==> config.mk <==
export PLATFORM = sky130hd
export DESIGN_NAME = trap_request_unit
export DESIGN_NICKNAME = d
export VERILOG_FILES = /design/src/rtl/trap_request_pkg.sv /design/src/rtl/trap_priority_encoder.sv /design/src/rtl/trap_request_unit.sv
export SDC_FILE = /design/constraint.sdc
export NUM_CORES = 1
export LEC_CHECK = 0
export BUFFER_PORTS_ARGS = -buffer_cell sky130_fd_sc_hd__buf_2
export CAP_MARGIN = 10
export CORE_MARGIN = 2
export CORE_UTILIZATION = 35
export CTS_CLUSTER_DIAMETER = 30
export DETAILED_ROUTE_END_ITERATION = 16
export HOLD_SLACK_MARGIN = 0.08
export PLACE_DENSITY = 0.61
export SETUP_SLACK_MARGIN = 0.05
export SLEW_MARGIN = 20
export SYNTH_ARGS = -nofsm -noshare
export SYNTH_HDL_FRONTEND = slang
export SYNTH_SLANG_ARGS = --single-unit
==> constraint.sdc <==
create_clock -name clock_i -period 4.4 [get_ports clock_i]
set_input_delay 0.88 -clock clock_i [delete_from_list [all_inputs] [get_ports clock_i]]
set_output_delay 0.88 -clock clock_i [all_outputs]
set_load 0.1 [all_outputs]
==> src/rtl/trap_request_pkg.sv <==
// rtl/trap_request_pkg.sv - shared types and defaults for the trap request unit
package trap_request_pkg;

  typedef enum logic [1:0] {
    IDLE       = 2'd0,
    REQUEST    = 2'd1,
    IN_HANDLER = 2'd2
  } trap_req_state_t;

  localparam int NUM_CAUSES_D = 8;
  localparam int XLEN_D       = 32;

endpackage

==> src/rtl/trap_priority_encoder.sv <==
// rtl/trap_priority_encoder.sv - lowest-set-bit priority encoder with one-hot clear mask
module trap_priority_encoder #(
  parameter int NUM_CAUSES = 8,
  parameter int IDX_W      = 3
) (
  input  logic [NUM_CAUSES-1:0] req_i,
  output logic                  valid_o,
  output logic [IDX_W-1:0]      index_o,
  output logic [NUM_CAUSES-1:0] clear_mask_o
);

  // Scan from the top down so the last hit written is the lowest index.
  always_comb begin
    valid_o      = 1'b0;
    index_o      = '0;
    clear_mask_o = '0;
    for (int i = NUM_CAUSES - 1; i >= 0; i--) begin
      if (req_i[i]) begin
        valid_o         = 1'b1;
        index_o         = IDX_W'(i);
        clear_mask_o    = '0;
        clear_mask_o[i] = 1'b1;
      end
    end
  end

endmodule

==> src/rtl/trap_request_unit.sv <==
// rtl/trap_request_unit.sv - prioritised, registered trap request with pending latch
// Optional flush-acknowledge timeout enabled by defining TRAP_REQ_TIMEOUT_EN.
module trap_request_unit
  import trap_request_pkg::*;
#(
  parameter int NUM_CAUSES = NUM_CAUSES_D,
  parameter int XLEN       = XLEN_D,
  parameter int TIMEOUT    = 64
) (
  input  logic                          clock_i,
  input  logic                          reset_i,
  input  logic [NUM_CAUSES-1:0]         exc_valid_i,
  input  logic [XLEN-1:0]               pc_i,
  input  logic                          flush_i,
  input  logic                          mret_i,
  output logic                          trap_taken_o,
  output logic [$clog2(NUM_CAUSES)-1:0] cause_o,
  output logic [XLEN-1:0]               epc_o,
  output logic [NUM_CAUSES-1:0]         pending_o,
  output logic                          busy_o,
  output logic                          timeout_o
);

  localparam int CW = $clog2(NUM_CAUSES);

  trap_req_state_t      state_r, state_n;
  logic [NUM_CAUSES-1:0] pending_r, pending_n;
  logic [CW-1:0]         cause_r, cause_n;
  logic [XLEN-1:0]       epc_r, epc_n;
  logic                  trap_taken_r;

  logic [NUM_CAUSES-1:0] req_vec;
  logic                  enc_valid;
  logic [CW-1:0]         enc_index;
  logic [NUM_CAUSES-1:0] enc_clear;

  assign req_vec = exc_valid_i | pending_r;

  trap_priority_encoder #(
    .NUM_CAUSES (NUM_CAUSES),
    .IDX_W      (CW)
  ) u_encoder (
    .req_i        (req_vec),
    .valid_o      (enc_valid),
    .index_o      (enc_index),
    .clear_mask_o (enc_clear)
  );

`ifdef TRAP_REQ_TIMEOUT_EN
  localparam int TW = $clog2(TIMEOUT);

  logic [TW-1:0] tmo_cnt_r;
  logic          tmo_expire;

  assign tmo_expire = (state_r == REQUEST) && !flush_i && (tmo_cnt_r == TW'(TIMEOUT - 1));
  assign timeout_o  = tmo_expire;

  // Held at zero outside REQUEST, so it starts from zero on every entry.
  always_ff @(posedge clock_i or posedge reset_i) begin
    if (reset_i) begin
      tmo_cnt_r <= '0;
    end else if (state_r != REQUEST) begin
      tmo_cnt_r <= '0;
    end else if (!flush_i) begin
      tmo_cnt_r <= tmo_cnt_r + 1'b1;
    end
  end
`else
  logic unused_timeout_cfg;

  assign unused_timeout_cfg = ^TIMEOUT;
  assign timeout_o          = 1'b0;
`endif

  always_comb begin
    state_n   = state_r;
    pending_n = pending_r;
    cause_n   = cause_r;
    epc_n     = epc_r;
    case (state_r)
      IDLE: begin
        if (enc_valid) begin
          cause_n   = enc_index;
          epc_n     = pc_i;
          pending_n = req_vec & ~enc_clear;
          state_n   = REQUEST;
        end
      end
      REQUEST: begin
        pending_n = pending_r | exc_valid_i;
        if (flush_i) begin
          state_n = IN_HANDLER;
`ifdef TRAP_REQ_TIMEOUT_EN
        end else if (tmo_expire) begin
          // Re-arm the unacknowledged cause so it is retried from IDLE.
          pending_n[cause_r] = 1'b1;
          state_n            = IDLE;
`endif
        end
      end
      IN_HANDLER: begin
        pending_n = pending_r | exc_valid_i;
        if (mret_i) begin
          state_n = IDLE;
        end
      end
      default: state_n = IDLE;
    endcase
  end

  always_ff @(posedge clock_i or posedge reset_i) begin
    if (reset_i) begin
      state_r      <= IDLE;
      pending_r    <= '0;
      cause_r      <= '0;
      epc_r        <= '0;
      trap_taken_r <= 1'b0;
    end else begin
      state_r      <= state_n;
      pending_r    <= pending_n;
      cause_r      <= cause_n;
      epc_r        <= epc_n;
      trap_taken_r <= (state_n == REQUEST);
    end
  end

  assign trap_taken_o = trap_taken_r;
  assign cause_o      = cause_r;
  assign epc_o        = epc_r;
  assign pending_o    = pending_r;
  assign busy_o       = (state_r != IDLE);

endmodule

==> reports/metrics.yaml <==
clock_network:
  clkSinkCount: 46
  cts.clk_slew.worst_paths_ns: 0.08
  hold_buffers: 0
  cts_tree: "built"
  ctsResizeCount: 0
  clock-root-buffer: "clkbuf_8"
  cts_buffers: 5
  cts_post_setup_buffers_inserted: 0
  clk_path_buf_depth: 2
  htree_levels: 2
  clkLatencyLatePin_ns: 0.29
hold_path:
  min_from: "cause_o[0]$_DFFE_PP0P_"
  hold_path.class: "flip-flop to flip-flop"
layout:
  final_cell_mix: "buf_2 (88), dfrtp_1 (46), mux2_4 (27)"
  final_common_cell: "buf_2"
  fillers: 580
  multi_input_area_sq_um: 905.9
  num_antenna_cells: 0
  drive_above_1_share: 0.5615
  seq_area_sq_um: 1151
  nets: 291
  area_delta_synth_final_pct: 25.28
run:
  maxCapViolations: 0
routing:
  drt-vias-per-instance: 4.652
  drc: 0
  first_pass_iters: 4
  wl_per_cell_um: 13.25
  wl_mm: 4.227
  num_vias: 1484
  dr.first_iter.drc_count: 29
  drtAntennaViolNets: 0
logic_synthesis:
  yosys.area.top_type: "dfrtp_1"
  synth_cell_type_count: 31
  synth_edf_count: 0
  synthCells: 154
  synth_warnings: 0
  avgSynthCellArea_sq_um: 13.98
  synthDominantCellAreaShare: 0.5346
  syn-cell-area_sq_um: 2153
  yosys-top-cells-area: "dfrtp_1 (53%), mux2_4 (19%), a21oi_1 (4.2%)"
  synthArstFlopShare: 1.000
  ys.flop_type: "dfrtp_1"
  yosysSeqAreaShare: 0.5346
  syn-num-nets: 202
  synth-seq-cells: 46
floorplanning:
  die_area_sq_um: 6796
  std_cell_rows: 28
  core_sq_um: 5921
  die_w_um: 82.44
  pin_count: 90
  initial_core_util: 0.3637
  die_h_um: 82.44
global_route:
  gr-usage-all-layers: 0.1287
  grt_pass1_vias: 1435
  grtUsageMet1: 0.1630
  grtUsageMet3: 0.04674
  antenna_found_initial: 0
  grt_max_degree: 47
  grt_pass1_wl_mm: 6.603
  grt_overflow: 0
  grt_util_met2: 0.2048
  busiest_layer: "met2"
worst_setup_path:
  worstPathMaxFanout: 8
  cp.arrival_ns: 1.66
  worstSetupEndpointType: "output pin"
  startpoint: "state_r[0]$_DFF_PP0_"
  start_kind: "flip-flop"
  crit_required_ns: 3.52
  crit_type: "flip-flop to output pin"
  reg2reg_from: "pending_o[4]$_DFFE_PP0P_"
timing:
  max-slew-margin-rel: 0.3511
  clock_skew_ns: 0.008647
  min_period_over_period: 0.5780
  setup_viol: 0
  worst_pin_slew_ns: 0.9734
  period_needed_ns: 2.543
  max_clock_freq_ghz: 0.3932
  finalHoldViolations: 0
  final_max_slew_viol_count: 0
  setup_tns_ns: 0
  rsz0062_at_grt: "false"
run_status:
  status: "completed"
placed_design:
  io_buffers: 88
  gp_congestion: 0.8023
  place_hpwl_mm: 3.109
==> stage by stage <==
step	worst slack (ns)	instances	utilization	hold slack (ns)	area (sq um)
after CTS	1.829	319	0.4556	0.4882	2698
after floorplan	2.214	154	-	0.5328	2153
final	1.857	319	0.4556	0.4834	2698
after detailed placement	1.534	311	0.4402	0.4695	2606
after global routing	1.747	319	0.4556	0.5082	2698
after global placement	1.558	311	0.4402	0.4677	2606
==> layout make-up <==
type / instances / area share
tap: 75 / 0.03479
clock inverter: 1 / 0.001855
inverter: 4 / 0.005566
timing repair buffer: 88 / 0.1633
clock buffer: 7 / 0.03200
multi-input combinational: 98 / 0.3358
sequential: 46 / 0.4267
==> logic make-up (layout without fill, tap and decap cells) <==
logic type	after synthesis	count (layout)	share of synthesized area
muxes	32	32	0.2144
DFF	46	46	0.5346
adders and majority gates	4	4	0.02324
other	1	1	0.001742
and+or+nand+nor	28	28	0.08600
buffers and inverters	10	100	0.04532
AOI/OAI and AO/OA	33	33	0.09471
==> per-layer routing <==
metal | wire (um) | share of wire
met4 | 21 | 0.0050
met5 | 0 | 0
met3 | 381 | 0.090
met1 | 1789 | 0.42
met2 | 2034 | 0.48
==> synth_stat cells, drive strengths merged, types with 2 or more instances <==
cell	number
o31ai	2
nor3	2
dfrtp	46
mux2	32
nand2	3
ha	4
o21ai	2
inv	4
buf	5
nor2b	3
o21a	2
nor2	13
a21oi	18
a31oi	3
nor4	4
==> path summary, 6_finish.rpt <==
path                                          end  slack [ns]  cells past startpoint
max reg2reg                 epc_o[19]$_DFFE_PP0P_        2.08                      3
min reg2reg                cause_o[0]$_DFFE_PP0P_        0.48                      2
min                        cause_o[0]$_DFFE_PP0P_        0.48                      2
max in group asynchronous   epc_o[31]$_DFFE_PP0P_        3.02                      2
max                                        busy_o        1.86                      4
min in group asynchronous   epc_o[14]$_DFFE_PP0P_        0.79                      2
==> worst max-delay path, cell delays in order, from the launching register on <==
cell     delay [ns]
dfrtp_1        0.42
inv_1          0.10
ha_1           0.26
inv_2          0.15
buf_2          0.45
==> flip-flops by register name, indices dropped and copies added, names as in the netlist <==
| name | flops |
|---|---|
| cause_o | 3 |
| epc_o | 32 |
| pending_o | 8 |
| state_r | 2 |
| trap_taken_o | 1 |
Power is not shown: default switching activity piles up to over one toggle a cycle in this logic, so the estimate is an artifact.
